[src/rtl/mux_nx1_arb_fifo_seq.sv]
// N-to-1 sequential mux: command or round-robin channel selection feeding a
// small output FIFO, with valid/ready backpressure on both sides.
module mux_nx1_arb_fifo_seq #(
  parameter int DATA_WIDTH    = 32,
  parameter int NUM_IN        = 4,
  parameter int COMMAND_WIDTH = 2,
  parameter int FIFO_DEPTH    = 2,
  parameter int CNT_WIDTH     = 2
) (
  input  logic                         clk,
  input  logic                         rst_n,
  input  logic [NUM_IN-1:0]            i_valid,
  input  logic [NUM_IN*DATA_WIDTH-1:0] i_data_bus,
  output logic [NUM_IN-1:0]            o_in_ready,
  input  logic                         i_en,
  input  logic                         i_mode,
  input  logic [COMMAND_WIDTH-1:0]     i_cmd,
  output logic                         o_valid,
  output logic [DATA_WIDTH-1:0]        o_data_bus,
  output logic [COMMAND_WIDTH-1:0]     o_grant_idx,
  input  logic                         i_ready,
  output logic [CNT_WIDTH-1:0]         o_count
);

  localparam int PTR_W = (FIFO_DEPTH > 1) ? $clog2(FIFO_DEPTH) : 1;

  logic [DATA_WIDTH-1:0]    data_mem [FIFO_DEPTH];
  logic [COMMAND_WIDTH-1:0] idx_mem  [FIFO_DEPTH];
  logic [PTR_W-1:0]         wr_ptr;
  logic [PTR_W-1:0]         rd_ptr;
  logic [CNT_WIDTH-1:0]     count;
  logic [COMMAND_WIDTH-1:0] rr_ptr;
  logic [COMMAND_WIDTH-1:0] sel;
  logic [COMMAND_WIDTH-1:0] cand;
  logic                     sel_found;
  logic                     sel_valid;
  logic [DATA_WIDTH-1:0]    sel_data;
  logic                     space;
  logic                     push;
  logic                     pop;
  int                       scan_idx;

  // Round-robin scans upward from the channel after the last winner.
  always_comb begin
    sel       = '0;
    sel_found = 1'b0;
    cand      = '0;
    scan_idx  = 0;
    if (!i_mode) begin
      sel       = i_cmd;
      sel_found = (32'(i_cmd) < NUM_IN);
    end else begin
      for (int off = 1; off <= NUM_IN; off++) begin
        scan_idx = (32'(rr_ptr) + off) % NUM_IN;
        cand     = COMMAND_WIDTH'(scan_idx);
        if (!sel_found && i_valid[cand]) begin
          sel_found = 1'b1;
          sel       = cand;
        end
      end
    end
  end

  assign o_valid = (count != '0);
  assign pop     = o_valid && i_ready;
  assign space   = (count < CNT_WIDTH'(FIFO_DEPTH)) || pop;

  always_comb begin
    sel_data   = '0;
    sel_valid  = 1'b0;
    o_in_ready = '0;
    for (int k = 0; k < NUM_IN; k++) begin
      if (sel_found && (COMMAND_WIDTH'(k) == sel)) begin
        sel_data      = i_data_bus[k*DATA_WIDTH +: DATA_WIDTH];
        sel_valid     = i_valid[k];
        o_in_ready[k] = i_en && space;
      end
    end
  end

  assign push = i_en && space && sel_found && sel_valid;

  always_ff @(posedge clk) begin
    if (rst_n) begin
      wr_ptr <= '0;
      rd_ptr <= '0;
      count  <= '0;
      rr_ptr <= COMMAND_WIDTH'(NUM_IN - 1);
    end else begin
      if (push) wr_ptr <= wr_ptr + PTR_W'(1);
      if (pop)  rd_ptr <= rd_ptr + PTR_W'(1);
      if (push && !pop)
        count <= count + CNT_WIDTH'(1);
      else if (pop && !push)
        count <= count - CNT_WIDTH'(1);
      if (push && i_mode) rr_ptr <= sel;
    end
  end

  // Storage needs no reset: the head is masked to zero whenever count is 0.
  always_ff @(posedge clk) begin
    if (!rst_n && push) begin
      data_mem[wr_ptr] <= sel_data;
      idx_mem[wr_ptr]  <= sel;
    end
  end

  assign o_data_bus  = o_valid ? data_mem[rd_ptr] : '0;
  assign o_grant_idx = o_valid ? idx_mem[rd_ptr]  : '0;
  assign o_count     = count;

endmodule

[config.mk]
export PLATFORM = sky130hd
export DESIGN_NAME = mux_nx1_arb_fifo_seq
export DESIGN_NICKNAME = d
export VERILOG_FILES = /design/src/rtl/mux_nx1_arb_fifo_seq.sv
export SDC_FILE = /design/constraint.sdc
export NUM_CORES = 1
export LEC_CHECK = 0
export CORE_MARGIN = 2
export CORE_UTILIZATION = 46
export CTS_CLUSTER_DIAMETER = 50
export DETAILED_ROUTE_END_ITERATION = 8
export GPL_TIMING_DRIVEN = 1
export PLACE_DENSITY = 0.87
export RECOVER_POWER = 25
export SYNTH_ARGS = -nofsm -noshare
export SYNTH_HDL_FRONTEND = slang
export SYNTH_SLANG_ARGS = --single-unit
[constraint.sdc]
create_clock -name clk -period 12.38 [get_ports clk]
set_input_delay 2.476 -clock clk [delete_from_list [all_inputs] [get_ports clk]]
set_output_delay 2.476 -clock clk [all_outputs]
set_load 0.01 [all_outputs]
==> impl_results.html <==
<table>
<tr><th>Metric</th><th>Value</th></tr>
<tr><th colspan="2">Setup path</th></tr>
<tr><td>Worst EP required</td><td>about 10000 ps</td></tr>
<tr><td>Startpoint type of the worst setup path</td><td>primary input</td></tr>
<tr><td>Peak fanout along the critical path</td><td>22</td></tr>
<tr><td>Endpoint arrival time on the critical path</td><td>between 6000 and 7000 ps</td></tr>
<tr><td>Launching point of the worst reg2reg path</td><td>rr_ptr[1]$_SDFFE_PP1P_</td></tr>
<tr><td>Cell depth of the worst flop-to-flop path</td><td>8</td></tr>
<tr><td>Category of the most critical setup path</td><td>in -&gt; out</td></tr>
<tr><td>Worst r2r dst</td><td>data_mem[1][22]$_DFFE_PP_</td></tr>
<tr><td>Launch point of the critical path</td><td>i_valid[3]</td></tr>
<tr><td>Internal reg-to-reg setup slack</td><td>between 7000 and 8000 ps</td></tr>
<tr><td>Critical path endpoint category</td><td>output pin</td></tr>
<tr><th colspan="2">Global routing</th></tr>
<tr><td>First-pass GRT wire length</td><td>16300 µm</td></tr>
<tr><td>Vias in the first global route</td><td>3432</td></tr>
<tr><td>Global Route Usage Sum</td><td>0.213</td></tr>
<tr><td>Initial antenna violation count</td><td>0</td></tr>
<tr><td>Pin count of the biggest net entering global routing</td><td>69</td></tr>
<tr><td>Overflow left after global routing</td><td>0</td></tr>
<tr><th colspan="2">Detailed routing</th></tr>
<tr><td>First-pass detailed-route iteration total</td><td>4</td></tr>
<tr><td>Wirelength, routed</td><td>roughly 11000 µm</td></tr>
<tr><td>Vias after detailed routing</td><td>3367</td></tr>
<tr><td>Number of antenna-violating nets in the routed design</td><td>0</td></tr>
<tr><td>Number of DRC markers after the initial detailed-route iteration</td><td>around 160</td></tr>
<tr><td>DRC violations left</td><td>0</td></tr>
<tr><td>Detail-routed via count per cell</td><td>approximately 5.4</td></tr>
<tr><td>Detailed-route wire length per cell</td><td>16.7 µm</td></tr>
<tr><th colspan="2">Placed design</th></tr>
<tr><td>Number of placed instances with taps included</td><td>612</td></tr>
<tr><td>Worst-case setup slack after placement</td><td>roughly 4700 ps</td></tr>
<tr><td>Buffers on Ports</td><td>179</td></tr>
<tr><td>Final weighted congestion in routability-driven placement</td><td>approximately 0.79</td></tr>
<tr><td>Placed wire-length estimate</td><td>about 7500 µm</td></tr>
<tr><th colspan="2">Die</th></tr>
<tr><td>Vertical extent of the die</td><td>98.2 µm</td></tr>
<tr><td>Die extent in x</td><td>approximately 98 µm</td></tr>
<tr><td>Die Outline Area</td><td>around 9600 µm²</td></tr>
<tr><td>Ports</td><td>180</td></tr>
<tr><td>Standard-cell row count</td><td>34</td></tr>
<tr><td>Area of the core</td><td>8680 µm²</td></tr>
<tr><td>Effective utilization at floorplan</td><td>0.470</td></tr>
<tr><th colspan="2">STA</th></tr>
<tr><td>Number of endpoints with negative hold slack in the final report</td><td>0</td></tr>
<tr><td>RSZ-0062 raised after global routing</td><td>no</td></tr>
<tr><td>Setup skew after layout</td><td>between 8 and 9 ps</td></tr>
<tr><td>Final worst-path setup slack</td><td>approximately 3500 ps</td></tr>
<tr><td>Max-slew headroom at the worst pin</td><td>-0.678</td></tr>
<tr><td>Setup-failing EPs final</td><td>0</td></tr>
<tr><td>Share of the clock period used by the worst path after layout</td><td>0.716</td></tr>
<tr><td>Slew Limit Fails</td><td>36</td></tr>
<tr><td>Setup Total Neg Slack</td><td>0 ps</td></tr>
<tr><td>Min Clock Period, post-route</td><td>8860 ps</td></tr>
<tr><td>Slew @ Worst Pin</td><td>2510 ps</td></tr>
<tr><td>Highest attainable clock frequency</td><td>between 100 and 150 MHz</td></tr>
<tr><th colspan="2">Yosys</th></tr>
<tr><td>Number of enable-type register cells in the synthesized netlist</td><td>68</td></tr>
<tr><td>Number of nets produced by synthesis</td><td>~480</td></tr>
<tr><td>Post-synth ARST share</td><td>0</td></tr>
<tr><td>Top cells by count, synth</td><td>sky130_fd_sc_hd__mux2i_1 (81), sky130_fd_sc_hd__edfxtp_1 (68), sky130_fd_sc_hd__nor2_1 (42)</td></tr>
<tr><td>Area share of the largest cell type after synthesis</td><td>0.500</td></tr>
<tr><td>Mean instance size in the synthesized netlist</td><td>11.9 µm²</td></tr>
<tr><td>Number of synthesized register bits</td><td>75</td></tr>
<tr><td>Post-synth design cell area</td><td>4080 µm²</td></tr>
<tr><td>Cell taking the most area after synthesis</td><td>sky130_fd_sc_hd__edfxtp_1</td></tr>
<tr><td>Most used standard cell by instance count after synthesis</td><td>sky130_fd_sc_hd__mux2i_1</td></tr>
<tr><td>Main area contributors after synthesis</td><td>sky130_fd_sc_hd__edfxtp_1 (50%), sky130_fd_sc_hd__mux2i_1 (20%), sky130_fd_sc_hd__nor2_1 (3.9%)</td></tr>
<tr><td>Post-synthesis cell type count</td><td>39</td></tr>
<tr><td>Cells after synthesis</td><td>roughly 340</td></tr>
<tr><td>Synthesis Warnings</td><td>0</td></tr>
<tr><td>Sequential area share after synthesis</td><td>0.535</td></tr>
<tr><td>Most used flip-flop cell after synthesis</td><td>sky130_fd_sc_hd__edfxtp_1</td></tr>
<tr><th colspan="2">Final layout</th></tr>
<tr><td>Flip-flop and latch area</td><td>2180 µm²</td></tr>
<tr><td>Net count, final</td><td>~660</td></tr>
<tr><td>Final Instance Count excl. Fillers</td><td>628</td></tr>
<tr><td>Layout fillers</td><td>~630</td></tr>
<tr><td>Final core utilization</td><td>0.709</td></tr>
<tr><td>Syn-to-layout area delta</td><td>50.7%</td></tr>
<tr><td>Area of combinational cells with multiple inputs</td><td>1750 µm²</td></tr>
<tr><td># diodes</td><td>0</td></tr>
<tr><td>Share of final-layout standard cells stronger than drive strength 1</td><td>0.0558</td></tr>
<tr><th colspan="2">Pwr</th></tr>
<tr><td>Static leakage power</td><td>0.00222 µW</td></tr>
<tr><td>Power Dens Cells</td><td>147 nW/µm²</td></tr>
<tr><td>Maximum ir drop on the vdd rail</td><td>between 0.1 and 0.15 mV</td></tr>
<tr><th colspan="2">Min path</th></tr>
<tr><td>Worst Hold Path Cells</td><td>2</td></tr>
<tr><td>Start point of the worst hold path</td><td>rd_ptr$_SDFFE_PP0P_</td></tr>
<tr><td>Worst hold path type</td><td>reg -&gt; reg</td></tr>
<tr><td>Endpoint with the worst hold slack</td><td>rd_ptr$_SDFFE_PP0P_</td></tr>
<tr><th colspan="2">Clock tree</th></tr>
<tr><td>Clock transition at the registers of the reported paths</td><td>80 ps</td></tr>
<tr><td>H-tree depth</td><td>3</td></tr>
<tr><td>Cell at the root of the clock tree</td><td>sky130_fd_sc_hd__clkbuf_8</td></tr>
<tr><td>Number of buffers inserted by post-CTS setup repair</td><td>0</td></tr>
<tr><td>Number of buffers created by CTS</td><td>9</td></tr>
<tr><td>Clock Tree Buf Depth</td><td>2</td></tr>
<tr><td>Sinks on the clock net</td><td>75</td></tr>
<tr><td>Post-cts sizing count</td><td>0</td></tr>
<tr><td>CTS tree</td><td>yes</td></tr>
<tr><td>Clock latency reported for the late side of the worst-skew pair</td><td>340 ps</td></tr>
<tr><td>Post-CTS Hold Buffers</td><td>0</td></tr>
<tr><th colspan="2">Status</th></tr>
<tr><td>Violations in the final reports</td><td>capacitance limit, slew limit</td></tr>
<tr><td>Status</td><td>finished, violations left</td></tr>
<tr><th colspan="2">Flow run</th></tr>
<tr><td>Max-cap violations</td><td>1</td></tr>
</table>
-- placed cells by master, fill, tap and decap left out, types with 3 or more instances in the layout --
cell                              instances
sky130_fd_sc_hd__nor2b_1                  4
sky130_fd_sc_hd__xor2_1                   3
sky130_fd_sc_hd__bufinv_16                3
sky130_fd_sc_hd__clkbuf_8                 9
sky130_fd_sc_hd__inv_1                    4
sky130_fd_sc_hd__nand2_1                  4
sky130_fd_sc_hd__mux2i_1                 81
sky130_fd_sc_hd__buf_4                    4
sky130_fd_sc_hd__o22ai_1                 14
sky130_fd_sc_hd__o21ai_1                 13
sky130_fd_sc_hd__dlygate4sd3_1           38
sky130_fd_sc_hd__edfxtp_1                68
sky130_fd_sc_hd__o21a_1                  20
sky130_fd_sc_hd__dfxtp_1                  6
sky130_fd_sc_hd__nor2_1                  42
sky130_fd_sc_hd__clkdlybuf4s50_1        141
sky130_fd_sc_hd__nand2b_1                 4
sky130_fd_sc_hd__o21ai_0                 30
-- cell type report --
cell class | instances | share of cell area
flip-flops and latches | 75 | 0.355
repair buffers | 183 | 0.296
multi-input cells | 241 | 0.284
well taps | 108 | 0.0220
clock buffers | 10 | 0.0207
clock inverters | 6 | 0.0185
inverters | 5 | 0.00325
-- kinds of logic (layout without fill, tap and decap cells) --
family / count (synthesis) / in the layout / share of synthesized area
compound gates: 89 / 89 / 0.139
flops: 75 / 75 / 0.535
mux: 82 / 82 / 0.202
xor+xnor: 3 / 3 / 0.00644
simple gates: 66 / 66 / 0.0751
fa+ha+maj: 1 / 1 / 0.00307
buf+inv: 28 / 204 / 0.0392
-- state kept, by name (all words and copies together) (netlist names), named ones only --
name and count:
rd_ptr 1, wr_ptr 1, o_count 2, data_mem 64, idx_mem 4, rr_ptr 2
-- worst max-delay path, stage by stage --
cell	delay, ps
sky130_fd_sc_hd__dlygate4sd3_1	670
sky130_fd_sc_hd__mux2i_1	180
sky130_fd_sc_hd__o22a_1	230
sky130_fd_sc_hd__a31o_1	620
sky130_fd_sc_hd__clkinvlp_2	910
sky130_fd_sc_hd__nand2_2	680
sky130_fd_sc_hd__nor2_1	100
sky130_fd_sc_hd__clkdlybuf4s50_1	500
-- where the power goes --
part | switching, µW | total, µW | internal [µW]
Combinational | 163 | 349 | 185
Sequential | 28.7 | 331 | 302
Clock | 87.7 | 222 | 134
Total | 280 | 902 | 622
-- per-stage QoR --
step                      hold WS (ps)  total power [µW]  area [µm²]
after floorplan                    472               516        4080
after global placement             483               699        5930
after detailed placement           506               708        5930
after CTS                          529               929        6170
after global routing               559               944        6150
final                              526               902        6150
-- worst max-delay path by stage --
stage                                to  slack [ps]
2_1_floorplan  data_mem[1][0]$_DFFE_PP_        5930
6_report                  o_in_ready[3]        3520
3_5_place_dp              o_in_ready[1]        4670
3_3_place_gp              o_in_ready[1]        4870
4_1_cts                   o_in_ready[1]        4650
5_1_grt                   o_in_ready[3]        3200
-- metal layers --
metal  GRT usage  up-vias  part of all wire  wire length (µm)
met5           0        -                 0                 0
met4      0.0748        0             0.012               131
li1            -     1632                 -                 -
met3      0.0444       13             0.079               826
met2       0.400      150              0.52              5520
met1       0.237     1572              0.38              4040
(Power assumes the default switching activity.)
